`config.mk`:
```
export PLATFORM = sky130hd
export DESIGN_NAME = tall_skinny_matmul_stream
export DESIGN_NICKNAME = d
export VERILOG_FILES = /design/src/rtl/tall_skinny_matmul_stream.sv
export SDC_FILE = /design/constraint.sdc
export NUM_CORES = 2
export LEC_CHECK = 0
export CAP_MARGIN = 20
export CORE_MARGIN = 2
export CORE_UTILIZATION = 30
export DETAILED_ROUTE_END_ITERATION = 10
export GPL_TIMING_DRIVEN = 0
export PLACE_DENSITY_LB_ADDON = 0.3
export SLEW_MARGIN = 30
export SYNTH_ARGS = -nofsm -noshare
export SYNTH_HDL_FRONTEND = slang
export SYNTH_SLANG_ARGS = --single-unit
```
`constraint.sdc`:
```
create_clock -name clk -period 10.58 [get_ports clk]
set_input_delay 1.058 -clock clk [delete_from_list [all_inputs] [get_ports clk]]
set_output_delay 1.058 -clock clk [all_outputs]
set_load 0.005 [all_outputs]
```
`src/rtl/tall_skinny_matmul_stream.sv`:
```
// Streaming C = A x B engine: B (K x N) held on-chip, A streamed row by row.
// N MAC lanes, one C row per K A elements. Optional clamp: TSMM_RELU_EN.
module tall_skinny_matmul_stream #(
  parameter int DATA_W = 16,
  parameter int K      = 4,
  parameter int N      = 4,
  parameter int ROW_W  = 16
) (
  input  logic                                        clk,
  input  logic                                        rst,
  input  logic                                        b_valid,
  input  logic [DATA_W-1:0]                           b_data,
  output logic                                        b_ready,
  input  logic                                        b_reload,
  input  logic                                        a_valid,
  input  logic [DATA_W-1:0]                           a_data,
  output logic                                        a_ready,
  output logic                                        c_valid,
  output logic [N*(2*DATA_W+$clog2(K))-1:0]           c_data,
  output logic [ROW_W-1:0]                            c_row,
  input  logic                                        c_ready
);

  localparam int ACC_W = 2*DATA_W + $clog2(K);
  localparam int PW    = 2*DATA_W;
  localparam int BN    = K*N;
  localparam int BCW   = $clog2(BN);
  localparam int KW    = $clog2(K);

  localparam logic [BCW-1:0] B_LAST = BCW'(BN-1);
  localparam logic [KW-1:0]  K_LAST = KW'(K-1);

  typedef enum logic {
    LOAD_B = 1'b0,
    RUN    = 1'b1
  } state_t;

  state_t state_q;
  state_t state_d;

  logic [BCW-1:0]   b_cnt;
  logic [KW-1:0]    k_cnt;
  logic [ROW_W-1:0] row_q;

  logic signed [DATA_W-1:0] b_mem [BN];
  logic signed [DATA_W-1:0] b_col [N];
  logic signed [ACC_W-1:0]  acc   [N];
  logic signed [PW-1:0]     prod  [N];
  logic signed [ACC_W-1:0]  term  [N];
  logic signed [ACC_W-1:0]  sum   [N];
  logic [N*ACC_W-1:0]       res;

  logic b_acc;
  logic a_acc;
  logic k_last;
  logic b_last;
  logic fire;

  assign b_acc  = b_valid && b_ready;
  assign a_acc  = a_valid && a_ready;
  assign k_last = (k_cnt == K_LAST);
  assign b_last = (b_cnt == B_LAST);
  assign fire   = a_acc && k_last;

  always_ff @(posedge clk) begin
    if (rst) begin
      state_q <= LOAD_B;
    end else begin
      state_q <= state_d;
    end
  end

  always_comb begin
    state_d = state_q;
    unique case (state_q)
      LOAD_B: begin
        if (b_acc && b_last) begin
          state_d = RUN;
        end
      end
      RUN: begin
        // Reload only between rows, and only on an idle A cycle
        if (b_reload && (k_cnt == '0) && !a_acc) begin
          state_d = LOAD_B;
        end
      end
      default: state_d = LOAD_B;
    endcase
  end

  always_comb begin
    b_ready = 1'b0;
    a_ready = 1'b0;
    unique case (state_q)
      LOAD_B: b_ready = 1'b1;
      RUN:    a_ready = !(k_last && c_valid && !c_ready);
      default: begin
        b_ready = 1'b0;
        a_ready = 1'b0;
      end
    endcase
  end

  // Row-major words shift in; after K*N accepts b_mem[i] holds word i
  always_ff @(posedge clk) begin
    if (rst) begin
      b_cnt <= '0;
      for (int i = 0; i < BN; i++) begin
        b_mem[i] <= '0;
      end
    end else if (b_acc) begin
      for (int i = 0; i < BN-1; i++) begin
        b_mem[i] <= b_mem[i+1];
      end
      b_mem[BN-1] <= $signed(b_data);
      b_cnt <= b_last ? '0 : b_cnt + 1'b1;
    end
  end

  always_comb begin
    for (int n = 0; n < N; n++) begin
      b_col[n] = '0;
      for (int k = 0; k < K; k++) begin
        if (k_cnt == KW'(k)) begin
          b_col[n] = b_mem[k*N+n];
        end
      end
    end
  end

  always_comb begin
    res = '0;
    for (int n = 0; n < N; n++) begin
      prod[n] = $signed(a_data) * b_col[n];
      term[n] = {{(ACC_W-PW){prod[n][PW-1]}}, prod[n]};
      sum[n]  = acc[n] + term[n];
`ifdef TSMM_RELU_EN
      res[n*ACC_W +: ACC_W] = sum[n][ACC_W-1] ? '0 : sum[n];
`else
      res[n*ACC_W +: ACC_W] = sum[n];
`endif
    end
  end

  always_ff @(posedge clk) begin
    if (rst) begin
      k_cnt <= '0;
      for (int n = 0; n < N; n++) begin
        acc[n] <= '0;
      end
    end else if (a_acc) begin
      k_cnt <= k_last ? '0 : k_cnt + 1'b1;
      for (int n = 0; n < N; n++) begin
        acc[n] <= (k_cnt == '0) ? term[n] : sum[n];
      end
    end
  end

  always_ff @(posedge clk) begin
    if (rst) begin
      row_q <= '0;
    end else if (b_acc && b_last) begin
      row_q <= '0;
    end else if (fire) begin
      row_q <= row_q + 1'b1;
    end
  end

  always_ff @(posedge clk) begin
    if (rst) begin
      c_valid <= 1'b0;
      c_data  <= '0;
      c_row   <= '0;
    end else if (fire) begin
      c_valid <= 1'b1;
      c_data  <= res;
      c_row   <= row_q;
    end else if (c_ready) begin
      c_valid <= 1'b0;
    end
  end

endmodule
```
* After elaboration in Yosys (flattened, before gate mapping) *
Memories as Yosys holds them, arrays and structs flattened.
Cells that the tools add are included.

storage, ports and cells
  flip-flop bits (word level) = 176
  bits in writable memories = 392
  input bits = 38
  output and inout port bits = 155
  logic and storage cells = 116
  memories = 2

memory list
  memory  words  width  read ports  clocked after Yosys merged registers in  wr ports  RTL line  RTL
  b_mem   16     16     16          0                                        16        45        logic signed [DATA_W-1:0] b_mem [BN];
  acc     4      34     4           0                                        4         47        logic signed [ACC_W-1:0] acc [N];

cells by class
  add/sub/neg operators = 7
  $mul = 4
  equality and inequality tests = 4
  muxes and demuxes = 57
  bitwise gates (word level) = 21
  reductions and logical operators = 14

operators with widths
  cell                     number
  $mux W16                 32
  $mux W34                 8
  $add A34 B32 Y34         4
  $mul A16 B16 Y32         4
  $or A1 B1 Y1             20
  $add A16 B1 Y16 const B  1
  $mux W1                  14
  $logic_and A1 B1 Y1      8
  $add A4 B1 Y4 const B    1
  $eq A2 B2 Y1 const B     2
  $eq A4 B4 Y1 const B     1
  $mux W4                  1
  $logic_not A1 Y1         3
  $add A2 B1 Y2 const B    1
  $eq A2 B1 Y1 const B     1
  $logic_not A2 Y1         1
  $mux W2                  1
  $pmux W1 S2              1
  $reduce_bool A2 Y1       1
  $reduce_or A2 Y1         1
  $not A1 Y1               1

* Longest topological paths before layout *
  depth after elaboration = 10
  depth in mapped cells = 46
  mapped depth without buffers = 43

* Worst setup path after synthesis *
OpenSTA, ideal clock, no wires.

  path kind = reg2reg
  start = reg k_cnt[0]
  end = mem acc[2][31] in the netlist's numbering, data pin
  setup time = 266 ps
  data arrival time = 9464 ps
  required time = 10314 ps
  slack = 850 ps
  stages on the path, launching flop included = 40
  buffers on the path = 4
  period minus slack after synthesis = 9730 ps
  path through = dfxtp_1 > ha_1 > clkbuf_1 > clkbuf_1 > buf_1 > a21oi_1 > nor2_1 > a21oi_1 > o21ai_0 > clkbuf_1 > nand2_1 > fa_1 > fa_1 > fa_1 > fa_1 > inv_1 > fa_1 > inv_1 > (+4 left out) > a21o_1 > a21o_1 > a41o_1 > a41o_1 > a2111oi_0 > nor3_1 > xor2_1 > ha_1 > a21oi_1 > o22ai_1 > a2111o_1 > o21ai_0 > o21a_1 > a21oi_1 > a41o_1 > a31oi_1 > xor2_1 > o2bb2ai_1

RTL lines
  what                    RTL line  RTL
  from (decl)             42        logic [KW-1:0] k_cnt;
  from (signal assigned)  152       k_cnt <= k_last ? '0 : k_cnt + 1'b1;
  to (decl)               47

==> out/metrics.cfg <==
[status]
status = finished, final reports clean

[drt]
wirelength_um = 247000
via_count = 54000
ant_nets = 0
viasPerCell = 4.94
wl_per_cell_um = 22.6
initialDrtViolationCount = 4318
dr.pass1.iters = 5
drcViolationCount = 0

[worst_setup_path]
critPathBufInv = 9
crit_type = flop to flop
cp_max_fo = 10
cp-start-kind = flop
endpoint_kind = flop
critPathArrivalTime_ns = 10.68
startpoint = k_cnt[1]
r2r_slack_ns = 0.32
worst-endpoint-required_ns = 11.00
reg2regPathDepth = 38
crit_slowest_cell = xnor2_1
worstSetupPathDepth = 38
timing.critical_path.mode_cell = fa_1
r2r-end = acc[3][33]
max_stage_delay_ns = 0.58
cpLargestDelayFamily = adder cells
timing.rr.start = k_cnt[1]
crit_end = acc[3][33]

[cts]
cts-htree-levels = 3
cts.clk_slew.worst_paths_ns = 0.06
cts_buffers = 70
clkLatencyLatePin_ns = 0.72
cts_tree = yes
clock_path_buffers = 3
cts_root_buffer = clkbuf_16
cts_sinks = 568

[logic_synthesis]
muxShareOfSynthArea = 0.0103
ys.flop_type = edfxtp_1
ys_ff_latch = 568
syn_nets = 9074
synthAdderAreaFrac = 0.386
synth_compound_area_frac = 0.0924
yosysTopAreaCell = fa_1
synthTopCellsByArea = fa_1, edfxtp_1, ha_1, inv_1, dfxtp_1
synth_common_cells = inv_1, fa_1, nand2_1
netlist_instances = 7518
yosys.area_share.simple = 0.170
syn_avg_cell_area_um2 = 9.25
synth_top_family_by_area = adder cells
yosysMostFrequentCell = inv_1
synth_edf_count = 392
yosysUniqueCellTypes = 84
yosysSeqAreaShare = 0.220
synthArstFlopShare = 0
synth_top_area_frac = 0.303
yosys_warnings = 0
synth-xor-area-share = 0.0349
synth.cell_area_um2 = 69600

[sta]
setup_violations = 0
relSlewSlack = 0.250
finalHoldViolCount = 0
skew_ns = 0.0662
fmax_mhz = 97.5
worst_pin_slew_ns = 1.12
layout_setup_ws_ns = 0.319
min_period_ns = 10.26
tns_ns = 0
fin_crit_sh = 0.970
maxSlewViolCount = 0

[final_layout]
area_growth_pct = 14.8
nets = 9397
layoutNonFillerInstCount = 10900
drive_above_1_share = 0.0733

[global_routing]
grt_antenna_before_repair = 30
grt_pass1_wl_um = 368000
overflow = 0
grt_max_degree = 45
grt_pass1_vias = 55400
grt_usage = 0.210

[place]
gp_congestion = 0.951
placed_cells = 10700
dp_hpwl_um = 202000
place_ws_ns = -1.69
portBuffers = 175

[floorplanning]
core_area_um2 = 230000
fp.dieH_um = 486
die_w_um = 486
rows = 176
die_area_um2 = 236000
initial_core_util = 0.302
ioPinCount = 193

[min_path]
min_path_type = flop to flop

[run]
drv_cap = 0

==> worst register-to-register path, delay by kind of cell (launching register included) <==
kind	cells	cell delay [ns]
fa+ha+maj	9	3.87
simple gates	5	0.84
flops	1	0.38
mux	1	0.37
xor+xnor	2	0.72
compound gates	12	2.51
buf+inv	9	1.29
==> registers in the layout, summed over array words and instances (netlist names) <==
register,count
b_cnt,4
row_q,16
c_valid,1
b_mem,256
acc,136
k_cnt,2
c_row,16
state_q,1
c_data,136
==> routing by layer <==
metal / track usage / part of all wire
met5: 0 / 0.00041
met1: 0.294 / 0.44
met2: 0.326 / 0.44
met3: 0.0388 / 0.077
met4: 0.0696 / 0.036
==> metrics by stage <==
step	util	area, um^2	hold slack (ns)
after floorplan	-	69600	0.444
final	0.347	79900	0.452
after detailed placement	0.329	75800	0.448
after global placement	0.326	75100	0.446
after CTS	0.343	78900	0.455
after global routing	0.347	79900	0.480
==> cell usage in the layout, fill, tap and decap left out, drive strengths merged, types with 31 or more instances in the layout <==
cell,n
nand4,33
and2,342
xor2,86
edfxtp,392
nor2,433
a31oi,33
dfxtp,176
clkbuf,371
o21bai,31
and3,31
fa,1052
clkdlybuf4s50,175
o21ai,152
inv,1254
nor2b,388
xnor2,190
or2,33
ha,466
a211oi,39
nor3,35
nand3,47
nand2b,74
mux2i,66
a21oi,498
buf,153
nand2,937
a21o,121
==> area by class of cell <==
type	count	area (um^2)
Clock buffer	91	1970
Timing Repair Buffer	259	2670
Inverter	1246	4680
Antenna cell	14	35.0
Buffer	350	1740
Multi-Input combinational cell	5346	49400
Sequential cell	568	15300
Clock inverter	36	340
Fill cell	23800	150000
Tap cell	3026	3790
==> cells by family after synthesis <==
group	after synthesis
buf+inv	1604
flops	568
mux	71
xor+xnor	276
simple gates	2437
compound gates	1044
fa+ha+maj	1518
==> repair_timing <==
item,in CTS,in global routing
hold buffers,0,0
cloned,0,0
setup endpoints to repair,135,87
gates resized for setup,191,218
setup buffers,24,35
pin swaps,17,37
==> how the worst min path moves through the flow <==
stage	slack, ns	start	to	cells past startpoint
floorplan	0.44	row_q[15]	c_row[15]	2
global placement	0.45	c_data[96]	c_data[96]	2
detailed placement	0.45	c_data[13]	c_data[13]	2
CTS	0.46	c_data[13]	c_data[13]	2
global route	0.48	c_data[53]	c_data[53]	2
finish	0.45	c_data[13]	c_data[13]	2
Power is left out: the tool's default activity adds up to more than one toggle a clock period on the data nets, which glitch-free logic cannot reach.
